<file path="src/rtl/life_sequencer.sv">
// Player-life sequencer: death freeze, respawn, invulnerability blink and game over.
// Optional score-driven bonus lives are built only when LIFE_BONUS_EN is defined.
module life_sequencer #(
  parameter int          INIT_LIVES    = 3,
  parameter int          MAX_LIVES     = 5,
  parameter int          DYING_FRAMES  = 60,
  parameter int          INVULN_FRAMES = 90,
  parameter int          BLINK_SHIFT   = 3,
  parameter logic [15:0] BONUS_STEP    = 16'd5000
) (
  input  logic                 clk,
  input  logic                 resetN,
  input  logic                 startOfFrame,
  input  logic                 playGame,
  input  logic                 hit,
  input  logic [15:0]          score,
  output logic                 player_died,
  output logic [2:0]           lives_count,
  output logic [MAX_LIVES-1:0] lives_mask,
  output logic                 freeze_player,
  output logic                 respawn,
  output logic                 invulnerable,
  output logic                 player_visible,
  output logic                 game_over,
  output logic [2:0]           dbg_state_o
);

  localparam int CNT_MAX = (DYING_FRAMES > INVULN_FRAMES) ? DYING_FRAMES : INVULN_FRAMES;
  localparam int CW_RAW  = $clog2(CNT_MAX + 1);
  localparam int CW      = (CW_RAW > BLINK_SHIFT) ? CW_RAW : BLINK_SHIFT + 1;

  localparam logic [CW-1:0] DYING_LAST  = CW'(DYING_FRAMES - 1);
  localparam logic [CW-1:0] INVULN_LAST = CW'(INVULN_FRAMES - 1);
  localparam logic [2:0]    INIT_L      = 3'(INIT_LIVES);
  localparam logic [2:0]    MAX_L       = 3'(MAX_LIVES);

  typedef enum logic [2:0] {
    S_IDLE,
    S_ALIVE,
    S_DYING,
    S_RESPAWN,
    S_INVULN,
    S_GAME_OVER
  } state_t;

  state_t        state_q, state_d;
  logic [CW-1:0] cnt_q, cnt_d;
  logic [2:0]    lives_q, lives_d;
  logic          play_q;
  logic          died_q, died_d;
  logic          start_q, start_d;
  logic          play_rise, play_fall;
  logic          start_game;
  logic          dec_life;
  logic          inc_life;

  assign play_rise = playGame & ~play_q;
  assign play_fall = ~playGame & play_q;

  always_comb begin
    state_d    = state_q;
    cnt_d      = cnt_q;
    died_d     = 1'b0;
    start_d    = 1'b0;
    start_game = 1'b0;
    dec_life   = 1'b0;
    case (state_q)
      S_IDLE: begin
        if (play_rise) begin
          state_d    = S_ALIVE;
          start_d    = 1'b1;
          start_game = 1'b1;
        end
      end
      S_ALIVE: begin
        // Abandoning the game wins over a coincident hit: no death is charged.
        if (!playGame) begin
          state_d = S_IDLE;
        end else if (hit) begin
          state_d  = S_DYING;
          died_d   = 1'b1;
          dec_life = 1'b1;
        end
      end
      S_DYING: begin
        if (!playGame) begin
          state_d = S_IDLE;
        end else if (startOfFrame) begin
          if (cnt_q == DYING_LAST) begin
            state_d = (lives_q == 3'd0) ? S_GAME_OVER : S_RESPAWN;
          end else begin
            cnt_d = cnt_q + CW'(1);
          end
        end
      end
      S_RESPAWN: begin
        state_d = playGame ? S_INVULN : S_IDLE;
      end
      S_INVULN: begin
        if (!playGame) begin
          state_d = S_IDLE;
        end else if (startOfFrame) begin
          if (cnt_q == INVULN_LAST) begin
            state_d = S_ALIVE;
          end else begin
            cnt_d = cnt_q + CW'(1);
          end
        end
      end
      S_GAME_OVER: begin
        if (play_fall) begin
          state_d = S_IDLE;
        end
      end
      default: state_d = S_IDLE;
    endcase
    // Every state entry restarts the frame timer, so a coincident frame pulse is not counted.
    if (state_d != state_q) begin
      cnt_d = '0;
    end
  end

`ifdef LIFE_BONUS_EN
  logic [15:0] thresh_q, thresh_d;
  logic        bonus_off_q, bonus_off_d;
  logic [16:0] thresh_sum;

  always_comb begin
    thresh_sum  = {1'b0, thresh_q} + {1'b0, BONUS_STEP};
    thresh_d    = thresh_q;
    bonus_off_d = bonus_off_q;
    inc_life    = 1'b0;
    if (start_game) begin
      thresh_d    = BONUS_STEP;
      bonus_off_d = 1'b0;
    end else if (state_q != S_IDLE && state_q != S_GAME_OVER &&
                 !bonus_off_q && score >= thresh_q) begin
      inc_life    = 1'b1;
      thresh_d    = thresh_sum[15:0];
      bonus_off_d = thresh_sum[16];
    end
  end

  always_ff @(posedge clk) begin
    if (resetN) begin
      thresh_q    <= BONUS_STEP;
      bonus_off_q <= 1'b0;
    end else begin
      thresh_q    <= thresh_d;
      bonus_off_q <= bonus_off_d;
    end
  end
`else
  logic unused_score;
  assign unused_score = ^score;
  assign inc_life     = 1'b0;
`endif

  always_comb begin
    lives_d = lives_q;
    if (start_game) begin
      lives_d = INIT_L;
    end else if (dec_life && !inc_life) begin
      lives_d = (lives_q != 3'd0) ? lives_q - 3'd1 : lives_q;
    end else if (inc_life && !dec_life) begin
      lives_d = (lives_q < MAX_L) ? lives_q + 3'd1 : lives_q;
    end
  end

  always_ff @(posedge clk) begin
    if (resetN) begin
      state_q <= S_IDLE;
      cnt_q   <= '0;
      lives_q <= INIT_L;
      play_q  <= 1'b0;
      died_q  <= 1'b0;
      start_q <= 1'b0;
    end else begin
      state_q <= state_d;
      cnt_q   <= cnt_d;
      lives_q <= lives_d;
      play_q  <= playGame;
      died_q  <= died_d;
      start_q <= start_d;
    end
  end

  always_comb begin
    freeze_player  = 1'b1;
    player_visible = 1'b0;
    invulnerable   = 1'b0;
    game_over      = 1'b0;
    case (state_q)
      S_ALIVE: begin
        freeze_player  = 1'b0;
        player_visible = 1'b1;
      end
      S_DYING, S_RESPAWN: player_visible = 1'b1;
      S_INVULN: begin
        freeze_player  = 1'b0;
        invulnerable   = 1'b1;
        player_visible = ~cnt_q[BLINK_SHIFT];
      end
      S_GAME_OVER: game_over = 1'b1;
      default: ;
    endcase
  end

  always_comb begin
    for (int i = 0; i < MAX_LIVES; i++) begin
      lives_mask[i] = (int'(lives_q) > i);
    end
  end

  assign player_died = died_q;
  assign respawn     = start_q | (state_q == S_RESPAWN);
  assign lives_count = lives_q;
  assign dbg_state_o = state_q;

endmodule

</file>
<file path="config.mk">
export PLATFORM = sky130hd
export DESIGN_NAME = life_sequencer
export DESIGN_NICKNAME = d
export VERILOG_FILES = /design/src/rtl/life_sequencer.sv
export SDC_FILE = /design/constraint.sdc
export NUM_CORES = 1
export LEC_CHECK = 0
export CELL_PAD_IN_SITES_DETAIL_PLACEMENT = 1
export CELL_PAD_IN_SITES_GLOBAL_PLACEMENT = 1
export CORE_UTILIZATION = 29
export CTS_CLUSTER_SIZE = 8
export DETAILED_ROUTE_END_ITERATION = 10
export PLACE_DENSITY = 0.78
export SLEW_MARGIN = 0
export SYNTH_ARGS = -nofsm -noshare
export SYNTH_HDL_FRONTEND = slang
export SYNTH_SLANG_ARGS = --single-unit
</file>
<file path="constraint.sdc">
create_clock -name clk -period 1.8 [get_ports clk]
set_input_delay 0.45 -clock clk [delete_from_list [all_inputs] [get_ports clk]]
set_output_delay 0.45 -clock clk [all_outputs]
set_load 0.02 [all_outputs]
</file>
==> results.toml, run 1 <==
[status]
outcome = "finished clean"

[cts]
path_clk_slew_ns = 0.07
htree_levels = 1
cts_sinks = 16
clockBufferDepth = 2
cts_buffers = 3
cts_hold_repair.buffers = 0
cts_root_buffer = "clkbuf_8"
clock_latency_ns = 0.26
cts_tree = "built"

[grt]
grt_start_max_net_pins = 10
overflow = 0
antenna_found_initial = 0
grt_usage_pct = 19.7
grt_pass1_vias = 1267
grt_pass1_wl_microns = 5980

[placed_design]
place_congestion = 0.812
dp_hpwl_microns = 2540
portBuffers = 21
placed_area_sq_um = 1570

[synth]
synth_compound_area_share_pct = 22.9
ys_seq_area_share_pct = 29.6
yosys.area_share.simple_pct = 28.3
postSynthAreaPerCell_sq_um = 8.74
async_flop_share_pct = 0
syn_nets = 151
synthAdderAreaFrac_pct = 6.93
netlist_area_sq_um = 1080
synth_xor_area_share_pct = 7.27
synthMuxAreaShare_pct = 0
yosysWarnings = 0
synth-seq-cells = 16
synth_flop_cell = "dfxtp_1"
netlist_instances = 124
synth_cell_type_count = 42
synth_top_family_by_area = "simple AND/OR/NAND/NOR gates"
synth-edff-count = 0

[timing]
max_freq_ghz = 0.567
slew_headroom_pct = 75.1
fin_crit_sh_pct = 98.0
maxSlewViolCount = 0
whs_ns = 0.568
hold_viol_final = 0
rsz0062_at_grt = "true"
layout_min_cycle_time_ns = 1.76
tightest_slew_ns = 0.373
fin_worst_skew_ns = 0.00594
setup_viol = 0

[worst_setup_path]
path_max_fanout = 7
cp.required_ns = 1.94
cp_cell_sequence = "buf_4 > buf_6 > and2b_1 > a21oi_2 > a221o_1 > o211ai_4 > nor2_1"
reg2reg_from = "dbg_state_o[2]"
cp-startpoint = "dbg_state_o[2]"
worstPathArrival_ns = 1.90
cp-end-kind = "flop"
crit_type = "flop to flop"
cpMaxStageDelayCell = "a221o_1"
cp-start-kind = "flop"
max_stage_delay_ns = 0.35

[power_and_ir_drop]
peakVddDrop_mv = 0.231
finalPower_mw = 0.842
leakage_nw = 0.688
power_density_nw_per_um2 = 492

[final_layout]
fin_area_sq_um = 1710
final_util_pct = 49.4
area_growth_pct = 58.0
final_common_cell = "buf_4"
diodes = 0
final_cell_mix = "34 x buf_4, 11 x dfxtp_1, 9 x nor2_1"
drive_gt1_share_pct = 41.4
finalNetCount = 209
nFillCells = 421

[floorplanning]
chipWidth_microns = 63.1
fp.dieArea_sq_um = 3980
die_h_microns = 63.1
initial_core_util_pct = 31.2
num_rows = 21
ios = 38
fp.coreArea_sq_um = 3470

[detailed_routing]
vias = 1166
vias_per_cell = 5.14
first_pass_iters = 4
drtIter0Drc = 33
drt_wl_total_microns = 3660
postRouteAntennaNets = 0
wire_per_inst_microns = 16.1
drc = 0

[hold_path]
hp-start = "cnt_q[1]"
hold_path_class = "flop to flop"

[run]
drv_cap = 0
[area by class of cell]
cell class	count	area, sq um	area share (%)
well taps	46	57.6	3.36
repair buffers	57	458	26.8
multi-input cells	95	781	45.6
flip-flops and latches	16	327	19.1
clock buffers	4	55.1	3.22
inverters	9	33.8	1.97
[power breakdown]
group	leakage (nW)	internal (mW)	total (mW)	switching, mW
clock	0.0288	0.195	0.330	0.135
sequential	0.131	0.360	0.365	0.00527
combinational	0.528	0.0659	0.148	0.0819
[worst paths after layout]
kind	cells past startpoint	endpoint	slack (ns)
min reg2reg	2	cnt_q[1]	0.57
min	2	cnt_q[1]	0.57
max reg2reg	7	cnt_q[5]	0.04
max	7	cnt_q[5]	0.04
[metrics by stage]
| stage | worst slack [ns] | setup TNS [ns] | std cells |
|---|---|---|---|
| 3_5_place_dp | -0.456 | -4.87 | 218 |
| 3_3_place_gp | -0.419 | -4.21 | 218 |
| 2_1_floorplan | 0.0211 | 0 | 124 |
| 5_1_grt | -0.0497 | -0.205 | 227 |
| 6_report | 0.0363 | 0 | 227 |
| 4_1_cts | 0.0116 | 0 | 225 |
[synthesized netlist by cell type (4+ instances only)]
cell type	n	share of area [%]
nor2_1	11	3.8
nand2b_1	4	2.3
inv_1	9	3.1
xnor2_1	6	4.8
nand2_1	8	2.8
nand3b_1	4	2.8
o31ai_1	4	2.8
a21oi_1	9	4.2
ha_1	6	6.9
o21ai_0	4	1.8
dfxtp_1	16	30
[cells by family after synthesis]
kind of cell / Yosys count
compound gates: 29
xor+xnor: 9
simple gates: 51
fa+ha+maj: 6
flops: 16
buf+inv: 13
[layer usage]
metal	share of wire [%]	global-route usage (%)	wire length (microns)	up-vias
li1	-	-	-	558
met4	2.4	10.8	89	0
met1	42	21.8	1540	564
met5	0	0	0	-
met3	3.3	3.26	121	8
met2	52	35.2	1910	36
[registers in the layout, summed over array words and instances (netlist names)]
name and count:
cnt_q 7, dbg_state_o 3, lives_count 3, play_q 1, player_died 1, start_q 1
[worst max-delay path, delay by kind of cell (launching register included)]
| family | cells | cell delay [ns] |
|---|---|---|
| simple gates | 2 | 0.31 |
| buf+inv | 2 | 0.24 |
| flops | 1 | 0.32 |
| compound gates | 3 | 0.76 |
[timing repair]
action	4_1_cts	5_1_grt
gates resized for setup	45	19
cloned	0	0
pin swaps	6	9
endpoints found under the setup margin	22	14
setup buffers	3	2
(Power assumes the default switching activity.)
==> run 2: changes to the inputs <==
CORE_MARGIN = 3   (was unset)
==> results.toml, run 2 (same netlist as run 1, synthesis figures left out) <==
[worst_setup_path]
cp.required_ns = 1.94
cp_num_buf_inv = 2
cpMaxStageDelayCell = "a221o_1"
crit_top_cell = "buf_6"
cp-start-kind = "flop"
path_max_fanout = 7
cp_cell_sequence = "buf_6 > buf_6 > and2b_1 > a21oi_2 > a221o_1 > o211ai_4 > a211oi_2"
max_stage_delay_ns = 0.39
cp-end-kind = "flop"
worstPathArrival_ns = 1.93
timing.critical_path.max_delay_family = "compound AO/OA/AOI/OAI gates"
crit_type = "flop to flop"

[cts]
cts_tree = "built"
cts_root_buffer = "clkbuf_8"
cts_sinks = 16
cts_buffers = 3
htree_levels = 1
path_clk_slew_ns = 0.07
clock_latency_ns = 0.26
clockBufferDepth = 2

[final_layout]
largest_register_ffs = 7
regMostFlops = "cnt_q"
final_cell_mix = "31 x buf_4, 10 x nor2_1, 9 x dfxtp_1"
diodes = 0
drive_gt1_share_pct = 41.3
final_common_cell = "buf_4"
finalNetCount = 208
area_growth_pct = 58.5

[timing]
slew_headroom_pct = 75.0
tightest_slew_ns = 0.374
max_freq_ghz = 0.557
fin_crit_sh_pct = 99.7
setup_viol = 0
setup_ws_ns = 0.00478
maxSlewViolCount = 0
fin_worst_skew_ns = 0.00469
layout_min_cycle_time_ns = 1.80
rsz0062_at_grt = "true"
whs_ns = 0.538
hold_viol_final = 0

[floorplanning]
fp.coreArea_sq_um = 3470
initial_core_util_pct = 31.2
num_rows = 21
ios = 38
die_h_microns = 67.1
chipWidth_microns = 67.1
fp.dieArea_sq_um = 4510

[detailed_routing]
wire_per_inst_microns = 17.2
drt_wl_total_microns = 3880
vias_per_cell = 5.28
postRouteAntennaNets = 0
drc = 0
vias = 1189
first_pass_iters = 4
drtIter0Drc = 79

[run]
drv_cap = 0

[grt]
antenna_found_initial = 0
overflow = 0
grt_usage_pct = 19.4
grt_pass1_vias = 1313
grt_pass1_wl_microns = 6490
grt_start_max_net_pins = 12

[hold_path]
hold_path_class = "flop to flop"

[placed_design]
dp_hpwl_microns = 2610
post-place-ws_ns = -0.489
portBuffers = 21
place_congestion = 0.853

[power_and_ir_drop]
power_density_nw_per_um2 = 466
peakVddDrop_mv = 0.209
leakage_nw = 0.718
finalPower_mw = 0.801

[status]
outcome = "finished clean"
==> run 2: cell count changes in the layout (fill, tap and decap cells not counted), moves of 2 or more <==
cell             previous run  this run
a21oi_1                     6         8
a21oi_2                     3         1
buf_4                      34        31
buf_6                       2         4
clkdlybuf4s15_2             3         0
dfxtp_1                    11         9
dfxtp_2                     5         7
dlygate4sd2_1               7         5
dlymetal6s2s_1              0         3
==> run 2: final timing paths <==
path	start	endpoint	slack, ns	depth (start not counted)
max reg2reg	dbg_state_o[2]	cnt_q[1]	0.005	7
min	lives_count[1]	lives_count[1]	0.54	2
min reg2reg	lives_count[1]	lives_count[1]	0.54	2
max	dbg_state_o[2]	cnt_q[1]	0.005	7
==> run 2: metrics by stage <==
stage               area [sq um]  util (%)  setup TNS [ns]  instances
finish                      1720      49.5               0        225
global route                1720      49.5          -0.443        225
CTS                         1650      47.7               0        222
detailed placement          1550      44.6           -5.29        215
global placement            1550      44.6           -4.61        215
floorplan                   1090         -               0        124
==> run 2: power by group <==
part	leakage [nW]	switching (mW)	internal, mW
clock	0.0216	0.133	0.149
sequential	0.131	0.00595	0.360
combinational	0.565	0.0836	0.0694
total	0.718	0.223	0.578
==> run 2: worst register-to-register path, cell delays in order, from the launching register on <==
cell and delay, ns:
dfxtp_2 0.33, buf_6 0.11, buf_6 0.13, and2b_1 0.23, a21oi_2 0.07, a221o_1 0.39, o211ai_4 0.33, a211oi_2 0.08
==> run 2: area by class of cell <==
| class | instances | area (sq um) |
|---|---|---|
| Fill cell | 419 | 1750 |
| Multi-Input combinational cell | 95 | 802 |
| Timing Repair Buffer | 56 | 454 |
| Sequential cell | 16 | 329 |
| Tap cell | 46 | 57.6 |
| Clock buffer | 3 | 41.3 |
| Inverter | 9 | 33.8 |
==> run 2: timing repair <==
item / 4_1_cts / 5_1_grt
hold buffers: 0 / 0
gates resized for setup: 46 / 23
setup buffers: 4 / 3
setup endpoints to repair: 24 / 17
pin swaps: 7 / 9
==> run 2: per-layer routing <==
layer / track usage (%) / share of wire (%) / up-vias
met5: 0 / 0 / -
met4: 7.85 / 3.7 / 0
li1: - / - / 551
met3: 2.70 / 3.5 / 14
met1: 21.9 / 40 / 587
met2: 35.8 / 52 / 37
